===== src/rtl/seq_det_sched_pkg.sv =====
// Shared definitions for seq_det_sched: detector state encoding plus the
// next-state and output functions used by the time-shared engine.
package seq_det_sched_pkg;

  typedef enum logic [2:0] {
    ST_A = 3'd0,
    ST_B = 3'd1,
    ST_C = 3'd2,
    ST_D = 3'd3,
    ST_E = 3'd4,
    ST_F = 3'd5
  } state_t;

  // Encodings 6 and 7 fall into the default arm and behave like A.
  function automatic state_t next_state(input logic [2:0] s, input logic w);
    state_t n;
    case (s)
      ST_B:    n = w ? ST_C : ST_D;
      ST_C:    n = w ? ST_E : ST_D;
      ST_D:    n = w ? ST_F : ST_A;
      ST_E:    n = w ? ST_E : ST_D;
      ST_F:    n = w ? ST_C : ST_D;
      default: n = w ? ST_B : ST_A;
    endcase
    return n;
  endfunction

  function automatic logic is_hit(input logic [2:0] s);
    return (s == ST_E) || (s == ST_F);
  endfunction

endpackage


===== src/rtl/seq_det_sched_rr_arb.sv =====
// Round-robin arbiter: grants the first requester found searching upward
// from the slot after the last grant, wrapping from N-1 to 0.
module rr_arb #(
  parameter int N = 4
) (
  input  logic [N-1:0]         req,
  input  logic [$clog2(N)-1:0] last,
  output logic [N-1:0]         gnt
);

  localparam int LW = $clog2(N);

  logic [LW-1:0] idx;
  logic          found;

  // Rotating priority search; k=N revisits 'last' itself as lowest priority.
  always_comb begin
    gnt   = '0;
    found = 1'b0;
    idx   = '0;
    for (int unsigned k = 1; k <= N; k++) begin
      idx = LW'((32'(last) + k) % N);
      if (!found && req[idx]) begin
        gnt[idx] = 1'b1;
        found    = 1'b1;
      end
    end
  end

endmodule


===== src/rtl/seq_det_sched.sv =====
// Multi-channel pattern detector: NCH per-channel context registers served
// by one shared next-state engine, with one round-robin grant per cycle.
// Optional feature: define SEQ_DET_SCHED_STATS_EN for per-channel hit
// counters on the hit_cnt port.
module seq_det_sched
  import seq_det_sched_pkg::*;
#(
  parameter int NCH = 4
) (
  input  logic                    clk,
  input  logic                    reset,
  input  logic [NCH-1:0]          req,
  input  logic [NCH-1:0]          w,
  input  logic [NCH-1:0]          clr,
  output logic [NCH-1:0]          gnt,
  output logic                    out_valid,
  output logic [$clog2(NCH)-1:0]  out_ch,
  output logic                    out_z,
  output logic [NCH-1:0]          z_vec
`ifdef SEQ_DET_SCHED_STATS_EN
  ,
  output logic [NCH*16-1:0]       hit_cnt
`endif
);

  localparam int IW = $clog2(NCH);

  logic [2:0]     ctx   [NCH];
  logic [2:0]     ctx_d [NCH];
  logic [IW-1:0]  last_ptr;
  logic [NCH-1:0] elig;
  logic [NCH-1:0] arb_gnt;
  logic [IW-1:0]  gidx;
  logic [2:0]     eng_nxt;
  logic           any_gnt;

  // Cleared channels sit out this cycle; their bit stays pending.
  assign elig = req & ~clr;

  rr_arb #(.N(NCH)) u_arb (
    .req  (elig),
    .last (last_ptr),
    .gnt  (arb_gnt)
  );

  assign gnt     = reset ? '0 : arb_gnt;
  assign any_gnt = |gnt;

  // Shared engine: pick the granted channel's context and compute its next state.
  always_comb begin
    gidx = '0;
    for (int unsigned i = 0; i < NCH; i++) begin
      if (gnt[i]) gidx = IW'(i);
    end
    eng_nxt = next_state(ctx[gidx], w[gidx]);
    for (int unsigned i = 0; i < NCH; i++) begin
      ctx_d[i] = ctx[i];
      if (clr[i])      ctx_d[i] = ST_A;
      else if (gnt[i]) ctx_d[i] = eng_nxt;
    end
  end

  // Context, pointer and report registers.
  always_ff @(posedge clk) begin
    if (reset) begin
      for (int unsigned i = 0; i < NCH; i++) ctx[i] <= ST_A;
      last_ptr  <= IW'(NCH - 1);
      out_valid <= 1'b0;
      out_ch    <= '0;
      out_z     <= 1'b0;
    end else begin
      for (int unsigned i = 0; i < NCH; i++) ctx[i] <= ctx_d[i];
      out_valid <= any_gnt;
      if (any_gnt) begin
        last_ptr <= gidx;
        out_ch   <= gidx;
        out_z    <= is_hit(eng_nxt);
      end
    end
  end

  // Per-channel detector output straight from the context registers.
  always_comb begin
    z_vec = '0;
    for (int unsigned i = 0; i < NCH; i++) z_vec[i] = is_hit(ctx[i]);
  end

`ifdef SEQ_DET_SCHED_STATS_EN
  logic [15:0] hits [NCH];

  // Count entries into E/F per channel, saturating at all-ones.
  always_ff @(posedge clk) begin
    for (int unsigned i = 0; i < NCH; i++) begin
      if (reset || clr[i]) begin
        hits[i] <= '0;
      end else if (gnt[i] && !is_hit(ctx[i]) && is_hit(eng_nxt) && (hits[i] != '1)) begin
        hits[i] <= hits[i] + 16'd1;
      end
    end
  end

  // Flatten counters onto the output bus.
  always_comb begin
    hit_cnt = '0;
    for (int unsigned i = 0; i < NCH; i++) hit_cnt[16*i +: 16] = hits[i];
  end
`endif

endmodule


===== config.mk =====
export PLATFORM = sky130hd
export DESIGN_NAME = seq_det_sched
export DESIGN_NICKNAME = d
export VERILOG_FILES = /design/src/rtl/seq_det_sched_pkg.sv /design/src/rtl/seq_det_sched_rr_arb.sv /design/src/rtl/seq_det_sched.sv
export SDC_FILE = /design/constraint.sdc
export NUM_CORES = 1
export LEC_CHECK = 0
export BUFFER_PORTS_ARGS = -buffer_cell sky130_fd_sc_hd__buf_2
export CORE_ASPECT_RATIO = 0.7
export CORE_MARGIN = 2
export CORE_UTILIZATION = 45
export DETAILED_ROUTE_END_ITERATION = 10
export PLACE_DENSITY = 0.67
export SLEW_MARGIN = 30
export SYNTH_ARGS = -nofsm -noshare
export SYNTH_HDL_FRONTEND = slang
export SYNTH_SLANG_ARGS = --single-unit

===== constraint.sdc =====
create_clock -name clk -period 7.25 [get_ports clk]
set_clock_uncertainty 0.05 [all_clocks]
set_input_delay 1.45 -clock clk [delete_from_list [all_inputs] [get_ports clk]]
set_output_delay 1.45 -clock clk [all_outputs]
set_load 0.05 [all_outputs]

==> impl_results.md, run 1 <==
* GRT Util Overall at 24.0%
* CTS Buffer Depth at 2
* DIE AREA at 0.00368 mm²
* Slew @ Worst Pin at around 0.74 ns
* Worst VDD drop at 0.000255 V
* DR iter-0 viols at 125
* Die H at 51.3 µm
* Xor/xnor cell area share of the yosys netlist at 1.22%
* Simple-gate area share of the yosys netlist at 27.5%
* Residual DRC at 0
* Htree depth at 1
* Cell area after placement at between 0.0015 and 0.002 mm²
* Antenna-violating nets left at 0
* Via-to-Cell Ratio at 6.61
* Max-slew headroom at between 50% and 60%
* Post-Syn Instances at ~170
* Post-synthesis mux area share at 3.13%
* Inserted Diodes at 0
* Routability congestion estimate at 0.891
* GR Overflow Total at 0
* WP data arrival at 3.85 ns
* Top FF cell, synth: dfxtp_1
* Critical path fanouts, max at 7
* Final worst path period share at 73.8%
* HP Class: flip-flop to flip-flop
* WS Path Type: input port to primary output
* Critical path data required time at 5.75 ns
* CTS root buf: clkbuf_8
* Drt wl/cell at 17.9 µm
* Share of cells above drive strength 1 at 19.2%
* R2r setup slk at 2.63 ns
* Clk sinks at 18
* IO Pins at 26
* Synthesized flop and latch total at 18
* Final Hold Viols at 0
* Synth Warn # at 0
* Later-pin clock latency in the skew report at 0.26 ns
* Setup tns final at 0 ns
* Final slew viol count at 0
* Initial antenna violation count at 0
* Finish-stage setup viols at 0
* Vias in the first global route at 1364
* CTS buffer count at 3
* Startpoint class of the critical path: input port
* Port Buffer Count at 25
* Leak at roughly 0.7 nW
* Status: finished, final reports clean
* Post-cts sizing count at 0
* Max Freq at 187 MHz
* Synth-to-layout area growth at 14.2%
* Post-synth EDFFs at 0
* Row count at 17
* Largest family of logic cells by synthesized area: compound AO/OA/AOI/OAI gates
* Post-Synth Adder-Cell Area at 6.95%
* CP Capture Type: primary output
* Setup WS pre-CTS at 1.98 ns
* Syn avg cell area at 8.28 µm²
* Async S/R FF share, synth at 0%
* Post-CTS setup buffers at 0
* Syn Nets at 196
* CTS tree: done
* Initial core utilization at 46.4%
* Chip width at 71.6 µm
* Nets at 221
* DPL Wire Length at 3.21 mm
* Clk pin slew, worst setup/hold paths at 0.07 ns
* DR pass1 iterations at 5
* Complex-gate fraction of the synthesized area at 32.8%
* Final wirelength at about 4.2 mm
* Cts hold-fix bufs at 0
* Unrepaired setup endpoints after global routing: false
* First-pass GRT wire length at between 6 and 7 mm
* Tot Pwr at 665 µW
* Via count at 1560
* Synthesized area at 0.00144 mm²
* Final Critical Period at 5.35 ns
* Placeable Area at around 0.0031 mm²
* PD cells at between 400 and 500 mW/mm²
* Sequential fraction of the synthesis area at 25.0%
* Finished Cell Area at 0.00165 mm²
* Yosys cell types at 46
* Max-Cap Viols at 0
* PnR worst setup slack at roughly 1.9 ns
* Largest net degree at the start of global routing at 31
[layout make-up]
| cell class | count | area (µm²) |
|---|---|---|
| fill | 304 | 1460 |
| multi-input combinational | 145 | 1030 |
| tap | 38 | 47.5 |
| timing repair buffer | 26 | 133 |
| clock buffer | 4 | 55.1 |
| sequential | 18 | 360 |
| inverter | 5 | 18.8 |
[placed cells by master (no fill, tap or decap), types with 2 or more instances in the layout]
master     instances
o31a_1             3
nor3_1             6
a2111oi_2          4
nand2_1           11
a21oi_1            3
inv_1              4
or3_1              2
mux4_2             2
a221o_1            3
nand4_1            2
a211oi_1           5
nor3b_1            2
o21bai_1           4
ha_1               8
a221oi_1           2
o211ai_1           6
or4_1              2
nor2_1            18
nand3_1            8
a31oi_1            6
clkbuf_8           4
o21ai_0            6
dfxtp_1           18
and2_1             2
nor2b_1           10
a32o_1             3
nand2b_1           7
and3_1             2
buf_2             25
o31ai_1            3
[state kept, by name, indices dropped and copies added (netlist names)]
register,cells
out_valid,1
out_z,1
out_ch,2
last_ptr,2
ctx,12
[cells in the mapped netlist, types with 2 or more instances]
library cell  count  area share (%)
dfxtp_1          18              25
nor2_1           18             4.7
nand2_1          11             2.9
nor2b_1          10             4.3
ha_1              8             7.0
nand3_1           8             2.8
nand2b_1          7             3.0
a31oi_1           6             2.6
nor3_1            6             2.1
o211ai_1          6             3.1
o21ai_0           6             2.1
a211oi_1          5             2.6
clkbuf_1          5             1.3
a2111oi_2         4             4.2
inv_1             4             1.0
o21bai_1          4             2.1
a21oi_1           3             1.0
a221o_1           3             2.1
a32o_1            3             2.1
o31a_1            3             1.8
o31ai_1           3             1.6
a221oi_1          2             1.2
and2_1            2            0.87
and3_1            2            0.87
mux4_2            2             3.1
nand4_1           2            0.87
nor3b_1           2             1.0
or3_1             2            0.87
or4_1             2             1.0
[worst max-delay path, cell delays in order]
cell,delay [ns]
buf_2,0.12
nand2b_1,0.22
or4_1,0.54
a31oi_1,0.41
a221o_1,0.34
nor2_1,0.18
nor2_1,0.26
buf_2,0.32
[final timing paths]
path / start / endpoint / cells after the start
hold reg to reg: out_z / out_z / 2
setup reg to reg: last_ptr[0] / ctx[2][0] / 11
hold / removal: out_z / out_z / 2
setup / recovery: clr[3] / gnt[3] / 8
[layer usage]
layer	vias up	track usage, %	wire [µm]
met3	11	6.90	447
met2	86	37.5	1820
met5	-	0	0
li1	723	-	-
met4	0	4.40	51
met1	740	33.1	1910
[where the power goes]
| group | total [mW] | switching (mW) | internal [mW] |
|---|---|---|---|
| logic | 0.432 | 0.297 | 0.135 |
| registers | 0.147 | 0.0223 | 0.125 |
| clock network | 0.0861 | 0.0378 | 0.0484 |
[logic make-up after synthesis]
kind of cell,Yosys count
multiplexers,2
AND/OR/NAND/NOR,76
flip-flops,18
buffers and inverters,11
XOR/XNOR,2
AO/OA/AOI/OAI,57
adder cells (fa/ha/maj),8
[per-stage QoR]
step                      utilization (%)  hold WS (ns)  instances
after floorplan                         -         0.400        174
after global placement               51.2         0.397        232
after detailed placement             51.2         0.408        232
after CTS                            53.0         0.423        236
after global routing                 53.0         0.446        236
final                                53.0         0.421        236
(Power assumes the default switching activity.)
==> inputs of run 2 (changes only) <==
--- a/config.mk
+++ b/config.mk
@@ -5,12 +5,13 @@
 export SDC_FILE = /design/constraint.sdc
 export NUM_CORES = 1
 export LEC_CHECK = 0
+export ABC_AREA = 1
 export BUFFER_PORTS_ARGS = -buffer_cell sky130_fd_sc_hd__buf_2
 export CORE_ASPECT_RATIO = 0.7
 export CORE_MARGIN = 2
 export CORE_UTILIZATION = 45
 export DETAILED_ROUTE_END_ITERATION = 10
-export PLACE_DENSITY = 0.67
+export PLACE_DENSITY = 0.66
 export SLEW_MARGIN = 30
 export SYNTH_ARGS = -nofsm -noshare
 export SYNTH_HDL_FRONTEND = slang
==> constraint.sdc (replaced) <==
create_clock -name clk -period 5 [get_ports clk]
set_clock_uncertainty 0.05 [all_clocks]
set_input_delay 1 -clock clk [delete_from_list [all_inputs] [get_ports clk]]
set_output_delay 1 -clock clk [all_outputs]
set_load 0.05 [all_outputs]
==> run 2 against run 1 <==
  * Non-clock buffer count fell by 1
  * Die area rose by 10%
  * Register-to-register slack got worse by 0.74 ns
  * Total power rose by 78%
  * Global-route usage fell by 3.3 points
  * Hold slack got worse by 0.0043 ns
  * Largest power group unchanged
  * Synthesized area rose by 11%
  * Critical endpoint unchanged
  * Sequential power rose by 48%
  * First-iteration DRC count rose by 12%
  * Wire length fell by 10%
  * Cell count rose by 34%
  * Critical path depth rose by 4
==> impl_results.md, run 2 <==
* Status: finished, final reports clean
* Die H at 53.9 µm (+5.0%)
* Slew @ Worst Pin at 0.365 ns (-0.378 ns)
* Syn avg cell area at 6.62 µm² (-20%)
* Final Critical Period at 3.71 ns
* Later-pin clock latency in the skew report at 0.26 ns (about the same)
* Post-Syn Instances at 242 (+39%)
* Biggest register: ctx
* Syn Nets at 264 (+35%)
* Final worst path period share at 74.3%
* Htree depth at 1 (unchanged)
* DR iter-0 viols at 140 (+12%)
* Placeable Area at 0.00347 mm² (+12%)
* CTS root buf: clkbuf_8
* Post-CTS setup buffers at 0 (unchanged)
* Synth area leaders: dfxtp_1 23%, nand2_1 13%, nand3_1 12%, inv_1 8.2%, nand3_2 7.5%
* Inserted Diodes at 0 (unchanged)
* Synth Warn # at 0 (unchanged)
* Port Buffer Count at 25 (unchanged)
* Post-synth top area cell: dfxtp_1
* Synthesized area at 0.00160 mm² (+11%)
* Post-cts sizing count at 0 (unchanged)
* Cts hold-fix bufs at 0 (unchanged)
* Biggest regs: ctx x12, last_ptr x2, out_ch x2
* Via-to-Cell Ratio at 5.07 (-23%)
* First-pass GRT wire length at 6.27 mm (-7.3%)
* GRT Util Overall at 20.7% (-3.3 points)
* Post-synth EDFFs at 0 (unchanged)
* Async S/R FF share, synth at 0% (unchanged)
* DIE AREA at 0.00406 mm² (+10%)
* Antenna-violating nets left at 0 (unchanged)
* CTS buffer count at 3 (unchanged)
* Drt wl/cell at 12.0 µm (-33%)
* Worst Setup SP: last_ptr[0]
* Sequential fraction of the synthesis area at 22.5% (-2.5 points)
* Startpoint class of the critical path: flip-flop
* Row count at 18 (+1)
* Cell area after placement at 0.00175 mm² (+9.9%)
* Critical path data required time at 3.95 ns (-1.80 ns)
* Top FF cell, synth: dfxtp_1
* DPL Wire Length at 2.99 mm (-7.0%)
* Unrepaired setup endpoints after global routing: false
* WP data arrival at 2.66 ns (-1.19 ns)
* Hold slack at 0.416 ns (-0.00425 ns)
* Crit path to: gnt[3]
* Routability congestion estimate at 0.835 (-6.2%)
* Vias in the first global route at 1336 (-2.1%)
* Finish-stage setup viols at 0 (unchanged)
* R2r setup slk at 1.89 ns (-0.74 ns)
* Via count at 1606 (+2.9%)
* CP Capture Type: primary output
* Chip width at 75.3 µm (+5.2%)
* Yosys cell types at 22 (-52%)
* Setup tns final at 0 ns (unchanged)
* Clk pin slew, worst setup/hold paths at 0.07 ns (about the same)
* Most common cell in the netlist: nand2_1
* Commonest non-fill, non-tap cell in the layout: nand2_1
* Leak at 0.988 nW (+44%)
* Top post-synthesis cells by count: 57 x nand2_1, 39 x nand3_1, 35 x inv_1, 18 x dfxtp_1, 13 x o21ai_0
* Synth-to-layout area growth at 12.6%
* Max-slew headroom at 75.7% (+26 points)
* Most frequent cells in the layout: 57 x nand2_1, 39 x nand3_1, 35 x inv_1, 25 x buf_2, 18 x dfxtp_1
* Critical path fanouts, max at 14 (+7)
* Max FFs per register at 12 (unchanged)
* Max-Cap Viols at 0 (unchanged)
* # fillers at 367 (+21%)
* FF-to-FF Start: last_ptr[1]
* Initial core utilization at 46.2% (-0.20 points)
* Share of cells above drive strength 1 at 27.0% (+7.8 points)
* Final wirelength at 3.80 mm (-10%)
* Worst R2R End: ctx[3][2]
* Residual DRC at 0 (unchanged)
* IO Pins at 26 (unchanged)
* Max Freq at 269 MHz
* Final Hold Viols at 0 (unchanged)
* Clk sinks at 18 (unchanged)
* Final slew viol count at 0 (unchanged)
* Synthesized flop and latch total at 18 (unchanged)
* Finished Cell Area at 0.00180 mm² (+9.6%)
* Largest net degree at the start of global routing at 15 (-52%)
* Initial antenna violation count at 0 (unchanged)
* CTS Buffer Depth at 2 (unchanged)
* Worst VDD drop at 0.000400 V (+57%)
* Nets at 290 (+31%)
* WS Path Type: flip-flop to primary output
* DR pass1 iterations at 5 (unchanged)
* HP Class: flip-flop to flip-flop
* Fin util at 52.0% (-1.0 points)
* FF-to-FF path depth at 18 (+7)
* PD cells at 656 mW/mm² (+62%)
* Top cell type's share of synthesized area at 22.5% (-2.5 points)
* GR Overflow Total at 0 (unchanged)
* CTS tree: done
==> run 2: cell types whose count changed after synthesis, moves of 6 or more <==
cell | before | now
nor2b_1 | 10 | 0
nor3_1 | 6 | 0
o21ai_0 | 6 | 13
nand2_1 | 11 | 57
nand2_2 | 0 | 12
a21oi_1 | 3 | 10
nor2_1 | 18 | 10
inv_1 | 4 | 35
nand3_1 | 8 | 39
a31oi_1 | 6 | 0
nand3_2 | 0 | 12
nand2b_1 | 7 | 0
==> run 2: kinds of logic after synthesis <==
logic type	synth area share, %
buffers and inverters	12.4
adders and majority gates	6.25
DFF	22.5
AOI/OAI and AO/OA	10.2
and+or+nand+nor	48.6
==> run 2: worst min path at each step <==
stage | end | depth (start not counted) | start
2_1_floorplan | ctx[3][0] | 2 | ctx[3][0]
3_3_place_gp | out_ch[1] | 2 | out_ch[1]
3_5_place_dp | out_ch[1] | 2 | out_ch[1]
4_1_cts | out_ch[1] | 2 | out_ch[1]
5_1_grt | out_ch[1] | 2 | out_ch[1]
6_report | out_ch[1] | 2 | out_ch[1]
==> run 2: stage by stage <==
| stage | setup WS [ns] | power (mW) | cells |
|---|---|---|---|
| finish | 1.29 | 1.18 | 317 |
| global route | 1.11 | 1.28 | 317 |
| CTS | 1.28 | 1.18 | 317 |
| detailed placement | 1.42 | 1.05 | 313 |
| global placement | 1.42 | 1.05 | 313 |
| floorplan | 1.62 | 0.908 | 242 |
==> run 2: area by class of cell <==
cell class              count  area [µm²]  share of cell area (%)
multi-input cells         178        1040                    57.8
flip-flops and latches     18         360                    20.0
inverters                  42         158                    8.74
repair buffers             25         125                    6.94
well taps                  50        62.6                    3.47
clock buffers               4        55.1                    3.05
==> run 2: layer usage <==
| metal | track usage [%] | wire, µm |
|---|---|---|
| met2 | 29.9 | 1510 |
| met1 | 31.7 | 1960 |
| met4 | 2.63 | 17 |
| met5 | 0 | 0 |
| met3 | 5.06 | 311 |
==> run 2: power by group <==
part	switching, mW	total (mW)	internal, mW	leakage [nW]
combinational	0.610	0.844	0.233	0.812
clock	0.0522	0.122	0.0700	0.0288
sequential	0.0343	0.217	0.183	0.147
total	0.697	1.18	0.486	0.988
==> run 2: critical path, stage by stage, from the launching register on <==
cell and delay, ns:
dfxtp_1 0.53, inv_2 0.19, ha_1 0.38, inv_1 0.10
nand3_2 0.10, nand2_4 0.12, nand2_4 0.07, inv_2 0.08
nand3_1 0.09, nand3_2 0.14, nand2_4 0.15, inv_1 0.16
buf_2 0.28
